## config.mk

```make
export PLATFORM = sky130hd
export DESIGN_NAME = mac_out_packer_flat
export DESIGN_NICKNAME = d
export VERILOG_FILES = /design/src/rtl/mac_package.sv /design/src/rtl/hwpe_stream_intf_stream.sv /design/src/rtl/mac_out_packer_sat.sv /design/src/rtl/mac_out_packer.sv /design/src/flat_wrapper.sv
export SDC_FILE = /design/constraint.sdc
export NUM_CORES = 1
export LEC_CHECK = 0
export CORE_ASPECT_RATIO = 1.4
export CORE_MARGIN = 4
export CORE_UTILIZATION = 52
export DETAILED_ROUTE_END_ITERATION = 8
export PLACE_DENSITY = 0.81
export SKIP_CTS_REPAIR_TIMING = 1
export SLEW_MARGIN = 20
export SYNTH_ARGS = -nofsm -noshare
export SYNTH_HDL_FRONTEND = slang
export SYNTH_SLANG_ARGS = --single-unit
```

## constraint.sdc

```tcl
create_clock -name clk_i -period 2.9 [get_ports clk_i]
set_input_delay 0.29 -clock clk_i [delete_from_list [all_inputs] [get_ports clk_i]]
set_output_delay 0.29 -clock clk_i [all_outputs]
set_load 0.01 [all_outputs]
```

## src/rtl/mac_package.sv

```systemverilog
// Shared types and helpers for the MAC output packer: control/flag bundles, pack modes, FSM states.
package mac_package;

  localparam int unsigned MAC_CNT_LEN  = 1024;
  localparam int unsigned PACKER_CNT_W = $clog2(MAC_CNT_LEN) + 1;

  typedef enum logic [1:0] {
    PACK_32 = 2'd0,
    PACK_16 = 2'd1,
    PACK_8  = 2'd2
  } pack_mode_t;

  typedef enum logic [1:0] {
    PackIdle,
    PackRun,
    PackDrain,
    PackDone
  } PACK_STATE;

  typedef struct packed {
    logic                    clear;
    logic                    enable;
    logic                    start;
    pack_mode_t              mode;
    logic                    sat_en;
    logic [PACKER_CNT_W-1:0] len;
  } ctrl_packer_t;

  typedef struct packed {
    logic                    busy;
    logic                    done;
    logic [PACKER_CNT_W-1:0] cnt;
    logic                    sat;
  } flags_packer_t;

  // Index of the last lane in a word for the given element width.
  function automatic logic [1:0] lanes_m1(input pack_mode_t mode);
    logic [1:0] n;
    case (mode)
      PACK_8:  n = 2'd3;
      PACK_16: n = 2'd1;
      default: n = 2'd0;
    endcase
    return n;
  endfunction

  // Byte strobe covering lanes 0..last_lane.
  function automatic logic [3:0] lane_strb(input pack_mode_t mode, input logic [1:0] last_lane);
    logic [3:0] s;
    case (mode)
      PACK_8: begin
        case (last_lane)
          2'd0:    s = 4'b0001;
          2'd1:    s = 4'b0011;
          2'd2:    s = 4'b0111;
          default: s = 4'b1111;
        endcase
      end
      PACK_16: s = last_lane[0] ? 4'b1111 : 4'b0011;
      default: s = 4'b1111;
    endcase
    return s;
  endfunction

endpackage

```

## src/rtl/hwpe_stream_intf_stream.sv

```systemverilog
// Minimal valid/ready stream interface with byte strobe.
interface hwpe_stream_intf_stream #(
  parameter int unsigned DATA_WIDTH = 32
);
  localparam int unsigned STRB_WIDTH = DATA_WIDTH / 8;

  logic                  valid;
  logic                  ready;
  logic [DATA_WIDTH-1:0] data;
  logic [STRB_WIDTH-1:0] strb;

  modport source (output valid, output data, output strb, input ready);
  modport sink   (input valid, input data, input strb, output ready);
endinterface

```

## src/rtl/mac_out_packer_sat.sv

```systemverilog
// Per-element requantizer: clip or truncate a 32-bit signed result to 32/16/8 bits.
module mac_packer_sat
  import mac_package::*;
(
  input  logic [31:0] x,
  input  pack_mode_t  mode,
  input  logic        sat_en,
  output logic [31:0] y,
  output logic        clip
);

  logic fit16;
  logic fit8;

  // A value fits in W signed bits when bits [31:W-1] are all copies of the sign.
  assign fit16 = (&x[31:15]) | ~(|x[31:15]);
  assign fit8  = (&x[31:7])  | ~(|x[31:7]);

  always_comb begin
    y    = x;
    clip = 1'b0;
    case (mode)
      PACK_16: begin
        if (sat_en && !fit16) begin
          y    = x[31] ? 32'h0000_8000 : 32'h0000_7FFF;
          clip = 1'b1;
        end else begin
          y = {16'h0000, x[15:0]};
        end
      end
      PACK_8: begin
        if (sat_en && !fit8) begin
          y    = x[31] ? 32'h0000_0080 : 32'h0000_007F;
          clip = 1'b1;
        end else begin
          y = {24'h00_0000, x[7:0]};
        end
      end
      default: begin
        y    = x;
        clip = 1'b0;
      end
    endcase
  end

endmodule

```

## src/rtl/mac_out_packer.sv

```systemverilog
// Requantizes MAC results and packs 1/2/4 elements per 32-bit word with byte strobe.
module mac_out_packer
  import mac_package::*;
#(
  parameter int unsigned CNT_W = PACKER_CNT_W
) (
  input  logic                         clk_i,
  input  logic                         rst_ni,
  input  logic                         test_mode_i,
  hwpe_stream_intf_stream.sink         d_i,
  hwpe_stream_intf_stream.source       q_o,
  input  ctrl_packer_t                 ctrl_i,
  output flags_packer_t                flags_o
);

  PACK_STATE state_q, state_d;

  pack_mode_t       mode_q, mode_d;
  logic             sat_en_q, sat_en_d;
  logic [CNT_W-1:0] len_q, len_d;
  logic [CNT_W-1:0] cnt_q, cnt_d;
  logic [1:0]       lane_q, lane_d;
  logic [31:0]      pack_q, pack_d;
  logic [31:0]      out_data_q, out_data_d;
  logic [3:0]       out_strb_q, out_strb_d;
  logic             out_valid_q, out_valid_d;
  logic             sat_q, sat_d;

  logic        d_ready;
  logic        d_hs;
  logic        q_hs;
  logic        job_start;
  logic        is_last;
  logic        lane_full;
  logic        emit;
  logic [31:0] elem;
  logic        clip;
  logic [4:0]  shamt;
  logic [31:0] merged;
  logic        unused;

  assign unused = ^{test_mode_i, d_i.strb};

  mac_packer_sat u_sat (
    .x      (d_i.data),
    .mode   (mode_q),
    .sat_en (sat_en_q),
    .y      (elem),
    .clip   (clip)
  );

  assign job_start = ctrl_i.enable & ctrl_i.start & (state_q == PackIdle);
  assign d_hs      = d_i.valid & d_ready;
  assign q_hs      = ctrl_i.enable & out_valid_q & q_o.ready;
  assign is_last   = (cnt_q == (len_q - CNT_W'(1)));
  assign lane_full = (lane_q == lanes_m1(mode_q));
  assign emit      = d_hs & (lane_full | is_last);

  always_comb begin
    shamt = 5'd0;
    case (mode_q)
      PACK_16: shamt = {lane_q[0], 4'b0000};
      PACK_8:  shamt = {lane_q, 3'b000};
      default: shamt = 5'd0;
    endcase
  end

  // Unfilled lanes stay zero because pack_q is cleared after every emitted word.
  assign merged = pack_q | (elem << shamt);

  // FSM: state register
  always_ff @(posedge clk_i or negedge rst_ni) begin
    if (!rst_ni) begin
      state_q <= PackIdle;
    end else begin
      state_q <= state_d;
    end
  end

  // FSM: next state
  always_comb begin
    state_d = state_q;
    if (ctrl_i.clear) begin
      state_d = PackIdle;
    end else if (ctrl_i.enable) begin
      unique case (state_q)
        PackIdle: begin
          if (ctrl_i.start) begin
            state_d = (ctrl_i.len == '0) ? PackDone : PackRun;
          end
        end
        PackRun: begin
          if (d_hs && is_last) begin
            state_d = PackDrain;
          end
        end
        PackDrain: begin
          if (q_hs) begin
            state_d = PackDone;
          end
        end
        PackDone: state_d = PackIdle;
      endcase
    end
  end

  // FSM: outputs
  always_comb begin
    d_ready = ctrl_i.enable & (state_q == PackRun) & (~out_valid_q | q_o.ready);
    flags_o      = '0;
    flags_o.busy = (state_q == PackRun) | (state_q == PackDrain);
    flags_o.done = (state_q == PackDone);
    flags_o.cnt  = PACKER_CNT_W'(cnt_q);
    flags_o.sat  = sat_q;
  end

  assign d_i.ready = d_ready;
  assign q_o.valid = out_valid_q & ctrl_i.enable;
  assign q_o.data  = out_data_q;
  assign q_o.strb  = out_strb_q;

  always_comb begin
    mode_d      = mode_q;
    sat_en_d    = sat_en_q;
    len_d       = len_q;
    cnt_d       = cnt_q;
    lane_d      = lane_q;
    pack_d      = pack_q;
    sat_d       = sat_q;
    out_data_d  = out_data_q;
    out_strb_d  = out_strb_q;
    out_valid_d = out_valid_q;
    if (ctrl_i.clear) begin
      mode_d      = PACK_32;
      sat_en_d    = 1'b0;
      len_d       = '0;
      cnt_d       = '0;
      lane_d      = '0;
      pack_d      = '0;
      sat_d       = 1'b0;
      out_data_d  = '0;
      out_strb_d  = '0;
      out_valid_d = 1'b0;
    end else if (ctrl_i.enable) begin
      if (job_start) begin
        mode_d   = ctrl_i.mode;
        sat_en_d = ctrl_i.sat_en;
        len_d    = CNT_W'(ctrl_i.len);
        cnt_d    = '0;
        lane_d   = '0;
        pack_d   = '0;
        sat_d    = 1'b0;
      end
      if (d_hs) begin
        cnt_d = cnt_q + CNT_W'(1);
        sat_d = sat_q | clip;
        if (emit) begin
          pack_d = '0;
          lane_d = '0;
        end else begin
          pack_d = merged;
          lane_d = lane_q + 2'd1;
        end
      end
      // Loading a new word wins over the handshake of the old one, so there is no bubble.
      if (emit) begin
        out_data_d  = merged;
        out_strb_d  = lane_strb(mode_q, lane_q);
        out_valid_d = 1'b1;
      end else if (q_hs) begin
        out_valid_d = 1'b0;
      end
    end
  end

  always_ff @(posedge clk_i or negedge rst_ni) begin
    if (!rst_ni) begin
      mode_q      <= PACK_32;
      sat_en_q    <= 1'b0;
      len_q       <= '0;
      cnt_q       <= '0;
      lane_q      <= '0;
      pack_q      <= '0;
      sat_q       <= 1'b0;
      out_data_q  <= '0;
      out_strb_q  <= '0;
      out_valid_q <= 1'b0;
    end else begin
      mode_q      <= mode_d;
      sat_en_q    <= sat_en_d;
      len_q       <= len_d;
      cnt_q       <= cnt_d;
      lane_q      <= lane_d;
      pack_q      <= pack_d;
      sat_q       <= sat_d;
      out_data_q  <= out_data_d;
      out_strb_q  <= out_strb_d;
      out_valid_q <= out_valid_d;
    end
  end

endmodule
```

## src/flat_wrapper.sv

```systemverilog
// flat-port wrapper written by rule: the top's interface ports become plain ports
module mac_out_packer_flat import mac_package::*;
#(
  parameter int unsigned CNT_W = PACKER_CNT_W
)
  (clk_i, rst_ni, test_mode_i, ctrl_i, flags_o, d_i_valid, d_i_data, d_i_strb, d_i_ready, q_o_valid, q_o_data, q_o_strb, q_o_ready);
  hwpe_stream_intf_stream d_i_i ();
  hwpe_stream_intf_stream q_o_i ();
  input  logic clk_i;
  input  logic rst_ni;
  input  logic test_mode_i;
  input  ctrl_packer_t ctrl_i;
  output flags_packer_t flags_o;
  input wire logic [$bits(d_i_i.valid)-1:0] d_i_valid;
  input wire logic [$bits(d_i_i.data)-1:0] d_i_data;
  input wire logic [$bits(d_i_i.strb)-1:0] d_i_strb;
  output wire logic [$bits(d_i_i.ready)-1:0] d_i_ready;
  output wire logic [$bits(q_o_i.valid)-1:0] q_o_valid;
  output wire logic [$bits(q_o_i.data)-1:0] q_o_data;
  output wire logic [$bits(q_o_i.strb)-1:0] q_o_strb;
  input wire logic [$bits(q_o_i.ready)-1:0] q_o_ready;
  assign d_i_i.valid = d_i_valid;
  assign d_i_i.data = d_i_data;
  assign d_i_i.strb = d_i_strb;
  assign d_i_ready = d_i_i.ready;
  assign q_o_valid = q_o_i.valid;
  assign q_o_data = q_o_i.data;
  assign q_o_strb = q_o_i.strb;
  assign q_o_i.ready = q_o_ready;
  mac_out_packer #(.CNT_W(CNT_W)) u_core (.clk_i(clk_i), .rst_ni(rst_ni), .test_mode_i(test_mode_i), .d_i(d_i_i), .q_o(q_o_i), .ctrl_i(ctrl_i), .flags_o(flags_o));
endmodule
```

==> After elaboration in Yosys (flattened, before gate mapping) <==
Index checks and enable logic that the tools add are counted.
{ "word_totals": {"register_bits": 99, "out_inout_bits": 52} }
{ "op_classes": {"bitwise": 18, "n_reduce_logical": 22, "mux": 57, "shift": 1, "addsub": 3, "n_eq_ne": 12} }
{ "op_table": {"columns": ["cell", "n"], "rows": [
  ["32-bit 2-to-1 mux", 8],
  ["11-bit 2-to-1 mux", 7],
  ["32-bit case mux with 2 select lines", 1],
  ["16-bit 2-to-1 mux", 2],
  ["32-bit bitwise OR", 1],
  ["32-bit by 5-bit << shifter with 32-bit output", 1],
  ["2-bit 2-to-1 mux", 14],
  ["25-bit AND reduction", 1],
  ["25-bit OR reduction", 1],
  ["17-bit AND reduction", 1],
  ["17-bit OR reduction", 1],
  ["4-bit 2-to-1 mux", 4],
  ["8-bit 2-to-1 mux", 2],
  ["1-bit 2-to-1 mux", 13],
  ["4-bit case mux with 3 select lines", 1],
  ["11-bit by 1-bit adder with 11-bit output (second input constant)", 1],
  ["11-bit == test", 1],
  ["11-bit logical NOT", 1],
  ["11-bit by 1-bit subtractor with 11-bit output (second input constant)", 1],
  ["5-bit case mux with 2 select lines", 1],
  ["1-bit bitwise AND", 8],
  ["2-bit == test (second input constant)", 4],
  ["2-bit case mux with 4 select lines", 1],
  ["4-bit case mux with 2 select lines", 1],
  ["other kinds (16)", 36]
]} }

==> Longest topological paths before layout <==
{ "logic_depth": {"word_depth": 13, "mapped_depth": 12, "depth_no_buf": 10} }

==> Modules after synthesis <==
Synthesis repeated with hierarchy kept, for this count alone.
{ "hier_totals": {"hier_cells": 648, "area_unflattened_um2": 6274.8} }
{ "modules_own_cells": {"columns": ["module", "area_per_inst_um2", "cells_per_inst", "n_inst", "seq_area_each_um2"], "rows": [
  ["mac_out_packer", 5731.7, 566, 1, 2477.4],
  ["mac_packer_sat", 543.0, 82, 1, 0.0]
]} }

==> Least setup slack after synthesis <==
No wires, ideal clock.
{ "synth_timing": {"path_type": "register -> register", "start": "reg u_core.len_q[0]", "end": "reg u_core.out_data_q[15] (netlist: u_core.q_o.data[15])", "path_slack_ns": 0.351, "stages_incl_launch_ff": 13, "setup_ns": 0.096, "arrival_time_ns": 2.453, "t_required_ns": 2.804, "cell_sequence": "dfrtp_1 > inv_1 > ha_1 > nor3b_1 > nand2_2 > mux2_2 > mux2i_1 > a2111oi_4 > o21bai_1 > buf_4 > buf_6 > nor2_1 > a311oi_2"} }
{ "synth_between": {"elab_chain_len": 6} }
{ "synth_rtl": {"columns": ["element", "line_no", "source"], "rows": [
  ["from (decl)", "mac_out_packer.sv:20", "logic [CNT_W-1:0] len_q, len_d;"],
  ["from (signal assigned)", "mac_out_packer.sv:191", "len_q <= len_d;"],
  ["11-bit by 1-bit subtractor with 11-bit output", "mac_out_packer.sv:55", "assign is_last = (cnt_q == (len_q - CNT_W'(1)));"],
  ["11-bit == test", "mac_out_packer.sv:55", null],
  ["1-bit bitwise OR", "mac_out_packer.sv:57", "assign emit = d_hs & (lane_full | is_last);"],
  ["1-bit bitwise AND", "mac_out_packer.sv:57", null],
  ["2-bit nonzero test (no line)", null, null],
  ["2-bit AND reduction (no line)", null, null],
  ["to (signal assigned)", "mac_out_packer.sv:196", "out_data_q <= out_data_d;"],
  ["to (decl)", "mac_out_packer.sv:24", "logic [31:0] out_data_q, out_data_d;"]
]} }
No other way between the ends.
A chain may end at the register's enable or synchronous reset.

==> Final worst setup path <==
{ "layout_timing": {"start": "reg u_core.len_q[1]", "end": "reg u_core.out_data_q[21] (netlist: u_core.q_o.data[21])"} }
Same word-level chain as after synthesis.

==> summary.txt <==
Run status
  – Status: finished clean

Setup path
  – CP Data Arrival Time: 3.05 ns
  – Startpoint Class: flop
  – Crit-path slowest cell: dfrtp_1
  – Worst Path Max Fanout: 22
  – CP max stage delay: 0.45 ns
  – Critical path class: reg2reg
  – Critical Path RT: 3.16 ns
  – Critical path cell sequence: inv_1 > ha_1 > nor3b_2 > xnor2_1 > nor4_2 > nand4_1 > a2111oi_4 > o21bai_4 > buf_12 > nor2_1 > a211oi_1
  – Worst setup EP type: flop

Power and ir drop
  – Final Power: 3.50 mW
  – Worst IR drop on VDD: 0.000386 V
  – Cell Pwr Density: 455 mW/mm2
  – Leak: 3.19 nW

STA
  – Fin. Hold Viols: 0
  – Endpoints failing setup: 0
  – Max Slew Vio Count: 0
  – Min Tclk post-route: 2.80 ns
  – F_max: 358 MHz
  – Clock Skew: 0.0105 ns
  – Post-route clock period utilization: 0.964
  – Worst-margin pin slew: 0.713 ns
  – Relative slew slack: 0.522
  – Final setup TNS: 0 ns

Final layout
  – Diode count: 0
  – Area grow syn2layout: 40.1%
  – Finished layout cell area: 0.00769 mm2
  – Share of layout cells above drive strength 1: 0.184
  – Nets@finish: 862
  – Fillcell total: 799
  – Final Non-Filler Cells: 935

Clocking
  – # clock sinks: 99
  – Clock-pin slew on the worst setup and hold paths: 0.08 ns
  – CTS Root Cell: clkbuf_16
  – Total CTS buffers: 9
  – Clock Path Buffers: 2
  – Skew-Pair Late Insertion Delay: 0.36 ns
  – TritonCTS clock tree: done
  – H-Tree Depth: 3

Yosys
  – Top FF cell, synth: dfrtp_1
  – Synth Net Count: 687
  – Synth Register Bits: 99
  – Post-synth EDFFs: 0
  – Yosys Warn Count: 0
  – Netlist cell types: 57
  – Post-synthesis sequential area ratio: 0.451
  – Mapped Area: 0.00549 mm2
  – Post-Syn Area per Cell: 8.89 um2
  – Share of async-settable or async-resettable flops after synthesis: 1.00
  – Synthesized instance count: 617

Placed design
  – Dpl hpwl: 14.0 mm
  – GP Congestion: 0.985
  – IO Port Bufs: 104
  – Placed cell count: 914
  – DP Area: 0.00723 mm2

Die
  – Initial Util: 0.530
  – Die Span Y: 130 um
  – Core area: 0.0103 mm2
  – DIE AREA: 0.0123 mm2
  – Width of the chip: 94.8 um
  – Ports: 110
  – Row cnt: 44

Global routing
  – Vias in the first global route: 5732
  – Largest net degree at the start of global routing: 57
  – Grt ovf: 0
  – Initial antenna violation count: 0
  – First-pass GRT wire length: 29.6 mm
  – Tot GR Track Use: 0.317

Routing
  – Routed WL: 19.1 mm
  – Via density: 6.09
  – Vias: 5696
  – Antenna-violating nets left: 0
  – DRC: 0
  – Drt wl/cell: 20.4 um
  – Initial DRC Count: 366
  – Detailed Routing Iterations Pass 1: 5

Hold path
  – Hold Crit Class: in2async

Job
  – Max-cap viol count: 0
per-stage QoR:
step | setup slack (ns) | hold WS (ns) | util
after floorplan | 0.351 | -0.00559 | -
after global placement | -0.295 | 0.317 | 0.698
after detailed placement | -0.333 | 0.332 | 0.698
after CTS | 0.0283 | -0.0452 | 0.727
after global routing | -0.00742 | 0.512 | 0.743
final | 0.104 | 0.490 | 0.743
flip-flops by register name, summed over array words and instances (netlist names):
register	cells
u_core.sat_q	1
u_core.q_o.strb	4
u_core.sat_en_q	1
u_core.len_q	11
u_core.out_valid_q	1
u_core.state_q	2
u_core.lane_q	2
u_core.cnt_q	11
u_core.mode_q	2
u_core.pack_q	32
u_core.q_o.data	32
report_power, final:
| group | switching, mW | internal (mW) | leakage, nW |
|---|---|---|---|
| Combinational | 0.454 | 0.379 | 1.67 |
| Sequential | 0.0425 | 1.42 | 1.37 |
| Clock | 0.590 | 0.608 | 0.143 |
synthesized netlist by cell type, drive strengths merged, types with 6 or more instances:
cell type   n  area share
xnor2      13       0.021
a211oi     25       0.036
nand2      85       0.059
and3        6      0.0068
xor2        6      0.0096
buf        11       0.016
a21oi      54       0.049
nor2       75       0.052
o21ai      47       0.043
ha         12       0.027
nor3       14       0.013
a31oi      12       0.014
nand4       8      0.0091
a221oi     11       0.018
inv        26       0.018
a311oi     14       0.034
nor4       10       0.014
dfrtp      99        0.45
clkbuf     20       0.014
nand3      13       0.012
worst paths after layout:
check,from,to,slack [ns],cells after the start
max in group asynchronous,rst_ni,u_core.q_o.data[23]$_DFFE_PN0P_,1.69,3
min in group clk_i,u_core.pack_q[27]$_DFFE_PN0P_,u_core.pack_q[27]$_DFFE_PN0P_,0.49,2
max,u_core.len_q[1]$_DFFE_PN0P_,u_core.q_o.data[21]$_DFFE_PN0P_,0.10,11
min reg2reg,u_core.pack_q[27]$_DFFE_PN0P_,u_core.pack_q[27]$_DFFE_PN0P_,0.49,2
min,rst_ni,u_core.q_o.strb[2]$_DFFE_PN0P_,0.49,2
max reg2reg,u_core.len_q[1]$_DFFE_PN0P_,u_core.q_o.data[21]$_DFFE_PN0P_,0.10,11
cell families after synthesis:
family / after synthesis / synth area share
XOR/XNOR: 19 / 0.0303
AND/OR/NAND/NOR: 225 / 0.184
buffers and inverters: 57 / 0.0470
multiplexers: 3 / 0.00593
adder cells (fa/ha/maj): 12 / 0.0274
AO/OA/AOI/OAI: 202 / 0.254
flip-flops: 99 / 0.451
cell usage in the layout (no fill, tap or decap), drive strengths merged, types with 6 or more instances in the layout:
master | Yosys | final
clkbuf | 20 | 11
xnor2 | 13 | 13
xor2 | 6 | 6
nand2 | 85 | 85
o21ai | 47 | 47
ha | 12 | 12
a311oi | 14 | 14
clkdlybuf4s50 | 0 | 102
nand4 | 8 | 8
a211oi | 25 | 25
and3 | 6 | 6
inv | 26 | 29
a21oi | 54 | 54
nor2 | 75 | 75
a221oi | 11 | 11
nor4 | 10 | 10
dfrtp | 99 | 99
a31oi | 12 | 12
nor3 | 14 | 14
nand3 | 13 | 13
buf | 11 | 90
critical path, delay by kind of cell (launching register included):
kind	cells	cell delay (ns)
compound gates	3	0.80
xor+xnor	1	0.11
fa+ha+maj	1	0.23
buf+inv	2	0.28
flops	1	0.45
simple gates	4	0.80
cell type report:
class                   instances  area, um2  share of cell area
multi-input cells             461       2850               0.371
clock inverters                 7       72.6             0.00944
repair buffers                195       1790               0.233
well taps                     138        173              0.0225
flip-flops and latches         99       2480               0.322
clock buffers                   9        225              0.0293
inverters                      26       97.6              0.0127
metal layers:
metal,up-vias,GRT usage,share of wire
li1,2599,-,-
met1,2803,0.367,0.38
met2,239,0.547,0.52
met3,55,0.0650,0.061
met4,0,0.167,0.039
met5,-,0,0
No activity file was read; power rests on OpenSTA's default activity.
